### src/rtl/fetch_pkg.sv
// Shared definitions for the fetch sequencer: FSM state encoding and
// fetch-related constants.
package fetch_pkg;

  // REQ: request on the bus; WAIT: granted, awaiting response;
  // HOLD: response buffered while decode is stalled;
  // DROP: a redirect orphaned a pending response that must be swallowed.
  typedef enum logic [1:0] {
    ST_REQ  = 2'd0,
    ST_WAIT = 2'd1,
    ST_HOLD = 2'd2,
    ST_DROP = 2'd3
  } fetch_state_e;

  // addi x0, x0, 0
  localparam logic [31:0] NOP_INSTR = 32'h0000_0013;
  localparam logic [31:0] PC_STEP   = 32'd4;

  // Redirect targets are forced to word alignment.
  function automatic logic [31:0] align_pc(input logic [31:0] addr);
    return {addr[31:2], 2'b00};
  endfunction

endpackage

### src/rtl/fetch_ctrl_if.sv
// Instruction-memory request/response bus between the fetch sequencer
// (master) and the instruction memory or cache (slave).
interface fetch_ctrl_if;
  logic        imem_req;
  logic [31:0] imem_addr;
  logic        imem_gnt;
  logic        imem_rvalid;
  logic [31:0] imem_rdata;

  modport master (
    output imem_req,
    output imem_addr,
    input  imem_gnt,
    input  imem_rvalid,
    input  imem_rdata
  );

  modport slave (
    input  imem_req,
    input  imem_addr,
    output imem_gnt,
    output imem_rvalid,
    output imem_rdata
  );
endinterface

### src/rtl/fetch_ctrl.sv
// Fetch sequencer: owns the PC, keeps at most one instruction-memory request
// outstanding, buffers a returned instruction while decode is stalled, and
// drives the pc/instr/stall/flush inputs of the IF/ID register.
module fetch_ctrl #(
  parameter logic [31:0] RESET_PC  = 32'h0000_0000,
  parameter logic [31:0] NOP_INSTR = fetch_pkg::NOP_INSTR
) (
  input  logic                clk,
  input  logic                reset_n,
  input  logic                hazard_stall,
  input  logic                redirect_valid,
  input  logic [31:0]         redirect_pc,
  fetch_ctrl_if.master        imem,
  output logic [31:0]         if_pc,
  output logic [31:0]         if_instr,
  output logic                if_stall,
  output logic                if_flush
);
  import fetch_pkg::*;

  fetch_state_e state_q;
  fetch_state_e state_d;
  logic [31:0]  pc_q;
  logic [31:0]  pc_d;
  logic [31:0]  buf_q;
  logic [31:0]  buf_d;

  logic         avail;
  logic         deliver;
  logic [31:0]  instr_src;

  // An instruction is available from the live response in WAIT or from the buffer in HOLD
  always_comb begin
    avail     = ((state_q == ST_WAIT) && imem.imem_rvalid) || (state_q == ST_HOLD);
    instr_src = (state_q == ST_HOLD) ? buf_q : imem.imem_rdata;
    deliver   = avail && !hazard_stall && !redirect_valid;
  end

  // Next-state, PC and buffer update; a redirect overrides everything else
  always_comb begin
    state_d = state_q;
    pc_d    = pc_q;
    buf_d   = buf_q;

    if (redirect_valid) begin
      pc_d = align_pc(redirect_pc);
    end else if (deliver) begin
      pc_d = pc_q + PC_STEP;
    end

    case (state_q)
      ST_REQ: begin
        // A grant coinciding with a redirect still produces a response, which must be dropped
        if (imem.imem_gnt) state_d = redirect_valid ? ST_DROP : ST_WAIT;
      end
      ST_WAIT: begin
        if (redirect_valid) begin
          state_d = imem.imem_rvalid ? ST_REQ : ST_DROP;
        end else if (imem.imem_rvalid) begin
          if (hazard_stall) begin
            buf_d   = imem.imem_rdata;
            state_d = ST_HOLD;
          end else begin
            state_d = ST_REQ;
          end
        end
      end
      ST_HOLD: begin
        if (redirect_valid || !hazard_stall) state_d = ST_REQ;
      end
      ST_DROP: begin
        if (imem.imem_rvalid) state_d = ST_REQ;
      end
      default: state_d = ST_REQ;
    endcase
  end

  // FSM, PC and instruction buffer registers
  always_ff @(posedge clk or negedge reset_n) begin
    if (!reset_n) begin
      state_q <= ST_REQ;
      pc_q    <= RESET_PC;
      buf_q   <= NOP_INSTR;
    end else begin
      state_q <= state_d;
      pc_q    <= pc_d;
      buf_q   <= buf_d;
    end
  end

  // Outputs; reset gating keeps the bus idle and IF/ID flushing while reset_n is low
  always_comb begin
    imem.imem_req  = reset_n && (state_q == ST_REQ);
    imem.imem_addr = pc_q;
    if_pc          = pc_q;
    if_instr       = avail ? instr_src : NOP_INSTR;
    if_stall       = reset_n && hazard_stall && !redirect_valid;
    if_flush       = !reset_n || redirect_valid || (!hazard_stall && !avail);
  end

endmodule

### src/flat_wrapper.sv
// flat-port wrapper written by rule: the top's interface ports become plain ports
module fetch_ctrl_flat import fetch_pkg::*;
#(
  parameter logic [31:0] RESET_PC  = 32'h0000_0000,
  parameter logic [31:0] NOP_INSTR = fetch_pkg::NOP_INSTR
)
  (clk, reset_n, hazard_stall, redirect_valid, redirect_pc, if_pc, if_instr, if_stall, if_flush, imem_imem_req, imem_imem_addr, imem_imem_gnt, imem_imem_rvalid, imem_imem_rdata);
  fetch_ctrl_if imem_i ();
  input  logic clk;
  input  logic reset_n;
  input  logic hazard_stall;
  input  logic redirect_valid;
  input  logic [31:0] redirect_pc;
  output logic [31:0] if_pc;
  output logic [31:0] if_instr;
  output logic if_stall;
  output logic if_flush;
  output wire logic [$bits(imem_i.imem_req)-1:0] imem_imem_req;
  output wire logic [$bits(imem_i.imem_addr)-1:0] imem_imem_addr;
  input wire logic [$bits(imem_i.imem_gnt)-1:0] imem_imem_gnt;
  input wire logic [$bits(imem_i.imem_rvalid)-1:0] imem_imem_rvalid;
  input wire logic [$bits(imem_i.imem_rdata)-1:0] imem_imem_rdata;
  assign imem_imem_req = imem_i.imem_req;
  assign imem_imem_addr = imem_i.imem_addr;
  assign imem_i.imem_gnt = imem_imem_gnt;
  assign imem_i.imem_rvalid = imem_imem_rvalid;
  assign imem_i.imem_rdata = imem_imem_rdata;
  fetch_ctrl #(.RESET_PC(RESET_PC), .NOP_INSTR(NOP_INSTR)) u_core (.clk(clk), .reset_n(reset_n), .hazard_stall(hazard_stall), .redirect_valid(redirect_valid), .redirect_pc(redirect_pc), .imem(imem_i), .if_pc(if_pc), .if_instr(if_instr), .if_stall(if_stall), .if_flush(if_flush));
endmodule
### config.mk
export PLATFORM = sky130hd
export DESIGN_NAME = fetch_ctrl_flat
export DESIGN_NICKNAME = d
export VERILOG_FILES = /design/src/rtl/fetch_pkg.sv /design/src/rtl/fetch_ctrl_if.sv /design/src/rtl/fetch_ctrl.sv /design/src/flat_wrapper.sv
export SDC_FILE = /design/constraint.sdc
export NUM_CORES = 1
export LEC_CHECK = 0
export BUFFER_PORTS_ARGS = -buffer_cell sky130_fd_sc_hd__buf_2
export CELL_PAD_IN_SITES_DETAIL_PLACEMENT = 1
export CELL_PAD_IN_SITES_GLOBAL_PLACEMENT = 1
export CORE_MARGIN = 1
export CORE_UTILIZATION = 35
export DETAILED_ROUTE_END_ITERATION = 10
export GPL_TIMING_DRIVEN = 0
export PLACE_DENSITY_LB_ADDON = 0.1
export SYNTH_ARGS = -nofsm -noshare
export SYNTH_HDL_FRONTEND = slang
export SYNTH_SLANG_ARGS = --single-unit
### constraint.sdc
create_clock -name clk -period 2.41 [get_ports clk]
set_input_delay 0.3615 -clock clk [delete_from_list [all_inputs] [get_ports clk]]
set_output_delay 0.3615 -clock clk [all_outputs]
set_load 0.05 [all_outputs]
## Yosys cells after proc, flatten, opt, wreduce, memory -nomap -nowiden

Cells that the tools add are included.

- Register bits after elaboration: 66
- Bits of input ports: 70
- Output and inout port bits: 99
- Word-level logic and storage cells: 44

- Add/sub/neg operators: 1
- Equal/unequal tests: 7
- Multiplexer cells: 13
- Bitwise gates (word level): 1
- Reduce and logical (&&, ||, !) cells: 19

Operators by type and width:

| cell | count |
|---|---|
| 2-to-1 mux 32 bit | 4 |
| adder 32 x 3 -> 32 bit (second input constant) | 1 |
| 2-to-1 mux 2 bit | 8 |
| one-hot mux 2 bit (4 select lines) | 1 |
| AND reduction 4 bit | 2 |
| logical AND 1 bit | 7 |
| inequality test 2 bit (second input constant) | 3 |
| equality test 2 bit (second input constant) | 2 |
| zero test 1 bit | 4 |
| logical OR 1 bit | 4 |
| inequality test 3 bit (second input constant) | 1 |
| equality test 2 x 1 -> 1 bit (second input constant) | 1 |
| zero test 2 bit | 1 |
| nonzero test 2 bit | 1 |
| NOT 1 bit | 1 |

## Depth between registers and ports, before layout

- Word-level depth: 7
- Depth in mapped cells: 7
- Depth with buffers taken out: 5

## Least setup slack after synthesis

No wires, ideal clock.

- Path type: reg-to-reg
- Start: reg u_core.pc_q[8], in the netlist u_core.if_pc[8]
- End: reg u_core.pc_q[24], in the netlist u_core.if_pc[24]
- Arrival: 2.254 ns
- Required time: 2.328 ns
- Path slack: 0.074 ns
- Stages on the path, launching flop included: 6
- Clock period less this slack: 2.336 ns
- Cell sequence: dfrtp_1 nand4_2 or4_4 buf_6 or4_1 a31oi_1

- Longest elaborated chain between the ends: 3

Ends and longest elaborated chain:

| what | RTL line | text |
|---|---|---|
| start, declared | fetch_ctrl.sv:23 | `logic [31:0] pc_q;` |
| start signal, assigned | fetch_ctrl.sv:86 | `pc_q <= pc_d;` |
| adder 32 x 3 -> 32 bit | fetch_ctrl.sv:48 | `pc_d = pc_q + PC_STEP;` |
| 2-to-1 mux 32 bit | fetch_ctrl.sv:47 | `end else if (deliver) begin` |
| 2-to-1 mux 32 bit | fetch_ctrl.sv:45 | `if (redirect_valid) begin` |

Every way passes these cells. The select of a mux whose other input is x is not followed.
A chain may end at the register's enable or synchronous reset.

## Worst setup path in the final report

- Start: reg u_core.state_q[1]
- End: out if_instr[26]

- Longest elaborated chain between the ends: 4

Ends and longest elaborated chain:

| what | RTL line | text |
|---|---|---|
| start, declared | fetch_ctrl.sv:21 | `fetch_state_e state_q;` |
| start signal, assigned | fetch_ctrl.sv:85 | `state_q <= state_d;` |
| equality test 2 x 1 -> 1 bit | fetch_ctrl.sv:34 | `avail = ((state_q == ST_WAIT) && imem.imem_rvalid) \|\| (state_q == ST_HOLD);` |
| logical AND 1 bit | fetch_ctrl.sv:34 |  |
| logical OR 1 bit | fetch_ctrl.sv:34 |  |
| 2-to-1 mux 32 bit (*) | fetch_ctrl.sv:96 | `if_instr = avail ? instr_src : NOP_INSTR;` |
| end, declared | flat_wrapper.sv:15 | `output logic [31:0] if_instr;` |

Every way passes the cells marked *; elsewhere a longest branch is shown, timed or not.

==> results.ini <==
[sta]
hold_viol = 0
finalMaxSlewViolations = 0
finalSetupViolations = 0
fin_skew_ns = 0.0133
worst_pin_slew_ns = 0.856
fin_crit_sh_pct = 96.1
slew_headroom_pct = 42.9
fmax_mhz = 432
period_needed_ns = 2.32
rsz0062_at_grt = false

[logic_synthesis]
yosysSeqAreaShare_pct = 43.0
netlist_top_cells_area = dfrtp_1 41%, mux2_2 9.4%, buf_4 6.8%, a22o_1 6.8%, or4_1 3.4%
avgSynthCellArea_um2 = 10.1
netlist_area_mm2 = 0.00373
synth-edff-count = 0
post-synth-top-count-cell = dfrtp_1
yosysTopAreaCellShare_pct = 40.9
synth_seq_cells = 64
yosys.cell_types.count = 48
synthCells = 370
yosys_warnings = 0
synthArstFlopShare_pct = 100
synth_ff_type = dfrtp_1
yosysTopAreaCell = dfrtp_1
netlist_top_cells_count = 61 x dfrtp_1, 34 x buf_4, 31 x mux2_2

[finish]
syn_to_final_growth_pct = 35.0
diodes = 0
final_util_pct = 48.8
layout-drive-gt1-share_pct = 48.2
design_area_mm2 = 0.00503
nNetsFinal = 616

[die]
dieArea_mm2 = 0.0111
io_pins = 169
coreArea_mm2 = 0.0103
rows = 37
initial_core_util_pct = 36.1
die_w_um = 105
die_h_um = 105

[power]
clkPwrFrac_pct = 23.4
leakage_nw = 2.34
power_per_cell_area_mw_per_mm2 = 1100
irDropWorstVdd_mv = 0.774
switching_share_pct = 44.4
switchingPower_mw = 2.45
p_int_mw = 3.08
p_seq_share_pct = 30.4
share_comb_of_total_power_pct = 46.2

[route]
antenna_left = 0
drt-pass1-iter-count = 4
routed_wl_um = 11500
drc = 0
first_iter_violations = 121
viasPerCell = 5.24
drt-wirelength-per-cell_um = 16.8
vias = 3594

[run_status]
status = finished clean

[grt]
antenna_found_initial = 0
grt_overflow = 0
grt_max_degree = 68
grt_pass1_vias = 3769
grtUsageTotal_pct = 21.3
grt_pass1_wl_um = 18600

[place]
io_buffer_count = 162
gp_congestion = 0.820
hpwl_um = 8460
place_area_mm2 = 0.00472

[clock_network]
cts.sinks = 64
cts_buffers = 9
cts_tree = yes
clk_latency_ns = 0.35
post_cts_buffers = 0
clock-root-buffer = clkbuf_8
clk_pin_slew_ns = 0.08
clock_path_buffers = 2
htreeDepth = 3

[setup_path]
critPathLaunchType = flop
critical_path_class = reg -> out
r2r_setup_slack_ns = 0.18
cp-end-kind = output port
cp_max_fo = 10
worstPathArrival_ns = 1.95
cp_data_required_time_ns = 2.05

[job]
drv_cap = 0

[min_path]
hold_path_class = in -> async

-- worst paths after layout --
path,from,end,cells after the start
min reg2reg,u_core.buf_q[15],u_core.buf_q[15],1
max reg2reg,u_core.if_pc[4],u_core.if_pc[20],5
max,u_core.state_q[1],if_instr[26],5
max in group asynchronous,reset_n,u_core.state_q[0],1
min in group clk,redirect_pc[9],u_core.if_pc[9],3
min,reset_n,u_core.if_pc[24],1
-- kinds of logic after synthesis --
kind of cell	Yosys count	synth area share, %
AND/OR/NAND/NOR	98	14.9
AO/OA/AOI/OAI	96	19.0
buffers and inverters	67	10.4
flip-flops	64	43.0
multiplexers	33	9.93
XOR/XNOR	10	2.35
adder cells (fa/ha/maj)	1	0.335
other	1	0.101
-- placed cells by master (no fill, tap or decap), drive strengths merged, types with 15 or more instances in the layout --
cell,count
a22o,29
o31ai,15
buf,202
or4,19
mux2,32
clkbuf,29
nand2,21
dfrtp,61
o21ai,15
nor2,19
a31oi,17
-- power by group through the flow --
stage	Combinational [mW]	Sequential, mW	Clock [mW]
after floorplan	1.81	1.79	0
final	2.55	1.68	1.30
after global routing	2.70	1.73	1.35
after CTS	2.56	1.67	1.32
after detailed placement	2.53	1.69	0
after global placement	2.50	1.66	0
-- per-stage QoR --
stage	setup TNS, ns	total power, mW	std cells	hold WS, ns	setup slack (ns)
after detailed placement	-1.40	4.22	671	0.497	-0.150
after global routing	0	5.79	686	0.205	0.00296
final	0	5.53	686	0.0974	0.0947
after global placement	-1.38	4.16	671	0.472	-0.137
after CTS	0	5.56	686	0.153	0.00573
after floorplan	0	3.60	373	0.0659	0.0738
-- worst max-delay path, cell delays in order, from the launching register on --
cell	delay [ns]
dfrtp_1	0.44
and3b_2	0.32
clkbuf_4	0.22
clkbuf_4	0.23
a22o_1	0.14
buf_2	0.25
-- final cells by class --
| type | instances | area, um^2 |
|---|---|---|
| inverters | 7 | 26.3 |
| fillers | 1236 | 5290 |
| well taps | 136 | 170 |
| clock inverters | 6 | 138 |
| multi-input cells | 242 | 1760 |
| repair buffers | 162 | 823 |
| flip-flops and latches | 64 | 1610 |
| clock buffers | 10 | 138 |
| plain buffers | 59 | 375 |
-- state kept, by name, summed over array words and instances, names as in the netlist --
register        cells
u_core.buf_q       32
u_core.if_pc       30
u_core.state_q      2
-- metal layers --
metal,track usage (%),vias to the layer above,part of all wire (%)
met5,0,-,0
met1,27.4,1755,44
li1,-,1707,-
met3,3.53,15,5.4
met4,8.05,0,1.5
met2,35.9,117,49
-- timing repair --
item,in CTS,in global routing
endpoints found under the setup margin,32,20
gates resized for setup,13,8
hold buffers,0,0
endpoints found under the hold margin,0,0
(Power assumes the default switching activity.)
